## src/rtl/destuffer_if.sv

```systemverilog
// rtl/destuffer_if.sv - line-side and data-side signal bundle for the bit destuffer
//
// Signals:
//   enable    1  global advance enable; low freezes the destuffer
//   rxin      1  serial line, synchronous to clk
//   baudrate  8  clocks per bit period (0 behaves as 1)
//   rxout     1  last destuffed data bit
//   rxvalid   1  one-cycle strobe: new data bit on rxout
//   stufferr  1  one-cycle strobe: stuff bit failed to toggle
//   errcount  8  saturating stuff error count
// Modports:
//   master  drives line/config, observes destuffed output (receiver side)
//   slave   the destuffer itself
interface destuffer_if;
    logic       enable;
    logic       rxin;
    logic [7:0] baudrate;
    logic       rxout;
    logic       rxvalid;
    logic       stufferr;
    logic [7:0] errcount;

    modport master (
        output enable, rxin, baudrate,
        input  rxout, rxvalid, stufferr, errcount
    );

    modport slave (
        input  enable, rxin, baudrate,
        output rxout, rxvalid, stufferr, errcount
    );
endinterface

```

## src/rtl/destuffer.sv

```systemverilog
// rtl/destuffer.sv - receive-side bit destuffer with baud sampling and stuff error count
//
// Samples rxin once per bit period, tracks runs of identical bits and drops
// the complement stuff bit that follows RUNLEN identical data bits. A stuff
// bit that repeats the previous bit is flagged on stufferr and counted.
//
// Ports:
//   clk      1  rising-edge clock
//   reset_n  1  asynchronous active-low reset
//   bus         destuffer_if.slave (enable, rxin, baudrate in;
//               rxout, rxvalid, stufferr, errcount out)
// Parameters:
//   RUNLEN   identical bits before a stuff bit is expected, 2..7
module destuffer #(
    parameter int RUNLEN = 5
) (
    input  logic        clk,
    input  logic        reset_n,
    destuffer_if.slave  bus
);

    localparam logic [2:0] RUN_MAX = 3'(RUNLEN);

    typedef enum logic [1:0] {
        ST_HUNT  = 2'd0,
        ST_DATA  = 2'd1,
        ST_STUFF = 2'd2
    } run_state_t;

    logic [7:0] baudcnt, baudcnt_d;
    logic [2:0] runcnt, runcnt_d;
    logic       lastbit, lastbit_d;
    logic       rxout_q, rxout_d;
    logic       rxvalid_q, rxvalid_d;
    logic       stufferr_q, stufferr_d;
    logic [7:0] errcount_q, errcount_d;

    run_state_t st;
    logic       sample;
    logic       s;

    // The >= compare makes baudrate 0/1 sample every enabled cycle and lets a
    // runtime decrease below the current count sample on the next enabled cycle.
    assign sample = bus.enable && (baudcnt >= bus.baudrate);
    assign s      = bus.rxin;

    // The run state is fully encoded in runcnt.
    always_comb begin
        if (runcnt == 3'd0)
            st = ST_HUNT;
        else if (runcnt == RUN_MAX)
            st = ST_STUFF;
        else
            st = ST_DATA;
    end

    // State register
    always_ff @(posedge clk or negedge reset_n) begin
        if (!reset_n) begin
            baudcnt    <= 8'd1;
            runcnt     <= 3'd0;
            lastbit    <= 1'b0;
            rxout_q    <= 1'b0;
            rxvalid_q  <= 1'b0;
            stufferr_q <= 1'b0;
            errcount_q <= 8'd0;
        end else begin
            baudcnt    <= baudcnt_d;
            runcnt     <= runcnt_d;
            lastbit    <= lastbit_d;
            rxout_q    <= rxout_d;
            rxvalid_q  <= rxvalid_d;
            stufferr_q <= stufferr_d;
            errcount_q <= errcount_d;
        end
    end

    // Next-state logic: baud counter and run tracking
    always_comb begin
        baudcnt_d = baudcnt;
        runcnt_d  = runcnt;
        lastbit_d = lastbit;

        if (bus.enable) begin
            if (sample)
                baudcnt_d = 8'd1;
            else
                baudcnt_d = baudcnt + 8'd1;
        end

        if (sample) begin
            case (st)
                ST_HUNT: begin
                    lastbit_d = s;
                    runcnt_d  = 3'd1;
                end
                ST_DATA: begin
                    if (s == lastbit) begin
                        runcnt_d = runcnt + 3'd1;
                    end else begin
                        lastbit_d = s;
                        runcnt_d  = 3'd1;
                    end
                end
                ST_STUFF: begin
                    lastbit_d = s;
                    // A good stuff bit opens the next run; a bad one drops
                    // all history so the line is re-acquired from scratch.
                    runcnt_d  = (s != lastbit) ? 3'd1 : 3'd0;
                end
                default: begin
                    runcnt_d = 3'd0;
                end
            endcase
        end
    end

    // Output logic: values registered on the next edge
    always_comb begin
        rxout_d    = rxout_q;
        rxvalid_d  = 1'b0;
        stufferr_d = 1'b0;
        errcount_d = errcount_q;

        if (sample) begin
            case (st)
                ST_HUNT, ST_DATA: begin
                    rxout_d   = s;
                    rxvalid_d = 1'b1;
                end
                ST_STUFF: begin
                    if (s == lastbit) begin
                        stufferr_d = 1'b1;
                        if (errcount_q != 8'hFF)
                            errcount_d = errcount_q + 8'd1;
                    end
                end
                default: begin
                    rxvalid_d = 1'b0;
                end
            endcase
        end
    end

    assign bus.rxout    = rxout_q;
    assign bus.rxvalid  = rxvalid_q;
    assign bus.stufferr = stufferr_q;
    assign bus.errcount = errcount_q;

endmodule

```

## src/flat_wrapper.sv

```systemverilog
// flat-port wrapper written by rule: the top's interface ports become plain ports
module destuffer_flat 
#(
    parameter int RUNLEN = 5
)
  (clk, reset_n, bus_enable, bus_rxin, bus_baudrate, bus_rxout, bus_rxvalid, bus_stufferr, bus_errcount);
  destuffer_if bus_i ();
  input  logic clk;
  input  logic reset_n;
  input wire logic [$bits(bus_i.enable)-1:0] bus_enable;
  input wire logic [$bits(bus_i.rxin)-1:0] bus_rxin;
  input wire logic [$bits(bus_i.baudrate)-1:0] bus_baudrate;
  output wire logic [$bits(bus_i.rxout)-1:0] bus_rxout;
  output wire logic [$bits(bus_i.rxvalid)-1:0] bus_rxvalid;
  output wire logic [$bits(bus_i.stufferr)-1:0] bus_stufferr;
  output wire logic [$bits(bus_i.errcount)-1:0] bus_errcount;
  assign bus_i.enable = bus_enable;
  assign bus_i.rxin = bus_rxin;
  assign bus_i.baudrate = bus_baudrate;
  assign bus_rxout = bus_i.rxout;
  assign bus_rxvalid = bus_i.rxvalid;
  assign bus_stufferr = bus_i.stufferr;
  assign bus_errcount = bus_i.errcount;
  destuffer #(.RUNLEN(RUNLEN)) u_core (.clk(clk), .reset_n(reset_n), .bus(bus_i));
endmodule
```

## config.mk

```make
export PLATFORM = sky130hd
export DESIGN_NAME = destuffer_flat
export DESIGN_NICKNAME = d
export VERILOG_FILES = /design/src/rtl/destuffer_if.sv /design/src/rtl/destuffer.sv /design/src/flat_wrapper.sv
export SDC_FILE = /design/constraint.sdc
export NUM_CORES = 1
export LEC_CHECK = 0
export CAP_MARGIN = 20
export CORE_UTILIZATION = 52
export CTS_CLUSTER_DIAMETER = 80
export DETAILED_ROUTE_END_ITERATION = 8
export HOLD_SLACK_MARGIN = 0.12
export PLACE_DENSITY = 0.74
export SLEW_MARGIN = 20
export SYNTH_ARGS = -nofsm -noshare
export SYNTH_HDL_FRONTEND = slang
export SYNTH_SLANG_ARGS = --single-unit
```

## constraint.sdc

```tcl
create_clock -name clk -period 2.8 [get_ports clk]
set_input_delay 0.84 -clock clk [delete_from_list [all_inputs] [get_ports clk]]
set_output_delay 0.84 -clock clk [all_outputs]
set_load 0.02 [all_outputs]
```

Word level (Yosys, flattened, before mapping)
Cells that the tools add are included.
- register bits after elaboration: 23
- input port bits: 12
- output and inout port bits: 11
- logic and storage cells: 40
- $add $sub $neg: 3
- $lt $le $gt $ge: 1
- equal/unequal tests: 7
- multiplexer cells: 13
- reduce and logical (&&, ||, !) cells: 9
- operators by type and width (operator ; number):
    adder 8 x 1 -> 8 bit (second input constant) ; 2
    case mux 3 bit (3 select lines) ; 1
    greater-or-equal comparator 8 bit ; 1
    two-way mux 8 bit ; 1
    != test 8 bit (second input constant) ; 1
    two-way mux 1 bit ; 7
    two-way mux 2 bit ; 2
    AND reduction 4 bit ; 1
    OR reduction 2 bit ; 2
    adder 3 x 1 -> 3 bit (second input constant) ; 1
    == test 3 bit (second input constant) ; 1
    zero test 3 bit ; 1
    two-way mux 3 bit ; 1
    AND reduction 3 bit ; 1
    == test 2 x 1 -> 1 bit (second input constant) ; 1
    == test 2 bit (second input constant) ; 1
    zero test 2 bit ; 1
    != test 2 bit (second input constant) ; 1
    case mux 1 bit (2 select lines) ; 1
    AND reduction 2 bit ; 1
    nonzero test 2 bit ; 1
    == test 1 bit ; 1
    logical AND 1 bit ; 1
    != test 1 bit ; 1

Depth between registers and ports, before layout
- depth in word-level cells: 7
- depth in mapped cells: 8
- gate-level depth less buffers: 7

Least setup slack after synthesis
No wires, ideal clock.
- kind: input-to-reg
- start: in bus_baudrate[0]
- end: reg u_core.lastbit
- arrival: 2342 ps
- required time: 2675 ps
- setup slack: 333 ps
- stages on the path: 7
- cell sequence: ha_1 -> nand2b_4 -> a2111oi_4 -> o41ai_4 -> and2_0 -> buf_6 -> mux2_4
- cells in the longest elaborated chain, start to end: 3
- ends and longest elaborated chain (element ; line ; text):
    from (decl) ; flat_wrapper.sv:12 ; input wire logic [$bits(bus_i.baudrate)-1:0] bus_baudrate;
    greater-or-equal comparator 8 bit ; destuffer.sv:44 ; assign sample = bus.enable && (baudcnt >= bus.baudrate);
    logical AND 1 bit ; destuffer.sv:44 ;
    AND reduction 3 bit (no line) ; -- ;
    to (signal assigned) ; destuffer.sv:70 ; lastbit <= lastbit_d;
    to (decl) ; destuffer.sv:32 ; logic lastbit, lastbit_d;
Every way passes these cells.
A chain may end at the register's enable or synchronous reset.

Final worst setup path
- start: in bus_baudrate[0]
- end: reg u_core.rxout_q, in the netlist u_core.bus.rxout
- cells in the longest elaborated chain, start to end: 3
- ends and longest elaborated chain (element ; line ; text):
    greater-or-equal comparator 8 bit ; destuffer.sv:44 ;
    logical AND 1 bit ; destuffer.sv:44 ;
    AND reduction 2 bit (no line) ; -- ;
    to (signal assigned) ; destuffer.sv:71 ; rxout_q <= rxout_d;
    to (decl) ; destuffer.sv:33 ; logic rxout_q, rxout_d;
Every way passes these cells.

==> metrics.cfg <==
[cts]
cts_tree=done
cts-buffers-inserted=3
post-cts-setup-buffer-count=0
cts_resized=0
htree_num_levels=1
cts.root.buffer_cell=sky130_fd_sc_hd__clkbuf_4
clk_pin_slew_ps=130
clock_path_buffers=2
cts_hold_buffers=0
cts.sink_count=23
worst_skew_pair.late_latency_ps=320

[run]
reported_max_cap_violation_count=0

[final_layout]
layout.cells.non_filler=197
n_antenna_cell=0
fin_nets=193
nFillCells=216
area_growth_syn_to_layout_pct=23.1
post_route_cells_drive_above_1_share_pct=12.0
postLayoutCoreUtil_pct=68.0

[logic_synthesis]
synth_top_family_by_area=simple AND/OR/NAND/NOR gates
synth_xor_area_share_pct=8.88
synth_compound_gate_area_share_pct=11.1
postSynthAreaPerCell_um2=10.1
number_of_enable_type_register_cells_in_the_synthesized_netlist=0
post_synth_mux_area_share_pct=2.72
net_count_after_synthesis=162
ys.warnings.count=0
postSynth.topFlopCell=sky130_fd_sc_hd__dfrtp_1
post_synth_inst_count=137
synth_unique_cells=34
synthArstFlopShare_pct=100
synth-simple-area-share_pct=18.3
synth.ff_latch_count=23
synth_sequential_area_ratio_pct=41.8
synthAdderAreaFrac_pct=11.8
post_synth_instance_area_um2=1380

[power]
power.static_leakage_uw=0.000821
vdd_drop_max_mv=0.409
p_sw_uw=398
netSwitchingFraction_pct=37.2
power_report.internal_total_uw=672
power.density_nw_per_um2=630
power.sequential.fraction_pct=45.4
power.share.combinational_pct=39.7
clockPowerShare_pct=14.9

[global_routing]
grt_pass1_vias=1066
grt_first_pass_wirelength_um=4630
grt.overflow.total=0
grt.total_usage_pct=22.8
grt_max_degree=15
antenna_found_initial=0

[timing]
finalSetupViolCount=0
max_slew.worst_pin.slew_ps=638
tns_ps=0
finalMaxSlewViolations=0
maximum_clock_frequency_mhz=385
final.period_utilization_pct=92.7
unrepaired_setup_endpoints_after_global_routing=no
timing_hold_violations_final=0
skew_final_ps=9.23
slew-limit-headroom_pct=57.3
layout_min_cycle_time_ps=2600

[floorplan]
fp.dieW_um=53.5
initial_utilization_pct=55.3
floorplan.core_area_um2=2500
num_rows=18
floorplan.io_pins=23
die_area_um2=2870
die_height_um=53.5

[routing]
drt-total-wl_um=2750
via_count=1097
routed_via_density=5.57
firstDrtPassIters=4
postRouteAntennaNets=0
post-route-drc-count=0
wl_per_cell_um=13.9
first_iter_violations=16

[critical_path]
critPathTopFamily=buffers and inverters
path_cells=clkdlybuf4s50_1 -> ha_1 -> nand2b_4 -> a2111oi_4 -> o41ai_4 -> buf_4 -> nand3_1 -> mux2_2
worst-setup-path-type=input pin to flip-flop
crit_path_end_kind=flip-flop
path_max_fanout=4
cp_slowest_cell=sky130_fd_sc_hd__a2111oi_4
worstPathBufferInverterCount=2
startpoint_type=input pin
cp_data_arrival_time_ps=2800
cpPeakStageDelay_ps=420
endpoint_required_time_on_the_critical_path_ps=3010

[placement]
dpl.cell_count=193
detailedPlacementHpwl_um=2150
globalplace.congestion=0.801
numPortBuffers=22

[hold_path]
min_path_type=flip-flop to flip-flop

[status]
outcome=completed

==> metal layers <==
layer,global-route usage [%],share of wire (%)
met4,8.33,1.6
met1,28.3,44
met5,0,0
met2,39.0,51
met3,4.52,3.5
==> state kept, by name (all words and copies together), names as in the netlist <==
| register | flops |
|---|---|
| u_core.baudcnt | 8 |
| u_core.bus.errcount | 8 |
| u_core.runcnt | 3 |
| u_core.bus.rxout | 1 |
| u_core.bus.rxvalid | 1 |
| u_core.bus.stufferr | 1 |
| u_core.lastbit | 1 |
==> power groups by stage <==
stage / Sequential, uW / Clock, uW / Combinational (uW)
5_1_grt: 497 / 179 / 474
2_1_floorplan: 486 / 0 / 306
3_5_place_dp: 493 / 0 / 431
4_1_cts: 486 / 164 / 432
3_3_place_gp: 487 / 0 / 412
6_report: 486 / 159 / 425
==> worst paths after layout <==
kind,start,to,slack (ps),cells after the start
setup reg to reg,u_core.baudcnt[0]$_DFFE_PN1P_,u_core.bus.rxout$_DFFE_PN0P_,510,8
hold reg to reg,u_core.bus.errcount[7]$_DFFE_PN0P_,u_core.bus.errcount[7]$_DFFE_PN0P_,520,1
setup / recovery,bus_baudrate[0],u_core.bus.rxout$_DFFE_PN0P_,200,8
min in group asynchronous,reset_n,u_core.baudcnt[5]$_DFFE_PN0P_,900,1
max in group asynchronous,reset_n,u_core.runcnt[0]$_DFFE_PN0N_,1310,2
hold / removal,u_core.bus.errcount[7]$_DFFE_PN0P_,u_core.bus.errcount[7]$_DFFE_PN0P_,520,1
==> cells in the mapped netlist (3+ instances only) <==
library cell	instances	share of area (%)
sky130_fd_sc_hd__inv_1	13	3.5
sky130_fd_sc_hd__nor3_1	5	1.8
sky130_fd_sc_hd__nand4_1	7	3.2
sky130_fd_sc_hd__nor2_1	12	3.3
sky130_fd_sc_hd__nand2_1	12	3.3
sky130_fd_sc_hd__a21oi_1	3	1.1
sky130_fd_sc_hd__ha_1	13	12
sky130_fd_sc_hd__xor2_1	4	2.5
sky130_fd_sc_hd__dfrtp_1	22	40
sky130_fd_sc_hd__nand3_1	7	2.5
sky130_fd_sc_hd__xnor2_1	10	6.3
==> area by class of cell <==
class                   instances  area (um2)  area share [%]
clock inverters                 1        5.00           0.294
inverters                      13        48.8            2.87
repair buffers                 30         280            16.5
flip-flops and latches         23         577            33.9
multi-input cells              97         729            42.9
well taps                      30        37.5            2.21
clock buffers                   3        22.5            1.32
==> cells in the final DEF (no fill, tap or decap), drive strengths merged, types with 2 or more instances in the layout <==
cell / n
nor3: 5
a21oi: 3
dfrtp: 22
and2: 3
nor2: 12
nand3: 7
inv: 13
clkbuf: 3
o22ai: 2
nand2: 12
ha: 13
buf: 8
clkdlybuf4s50: 22
and3: 2
mux2: 3
nand4: 7
xor2: 4
o21a: 2
xnor2: 10
==> per-stage QoR <==
stage | setup slack [ps] | hold slack [ps] | instance area, um2 | power (uW)
finish | 205 | 522 | 1700 | 1070
floorplan | 333 | 503 | 1380 | 791
detailed placement | -149 | 498 | 1670 | 923
CTS | 200 | 524 | 1700 | 1080
global route | 161 | 538 | 1700 | 1150
global placement | -89.5 | 484 | 1670 | 899
==> cells by family after synthesis <==
group                    count (synthesis)
AO/OA/AOI/OAI                           16
XOR/XNOR                                14
adder cells (fa/ha/maj)                 13
buffers and inverters                   17
flip-flops                              23
multiplexers                             3
AND/OR/NAND/NOR                         51
Power figures use the tool's default switching activity.
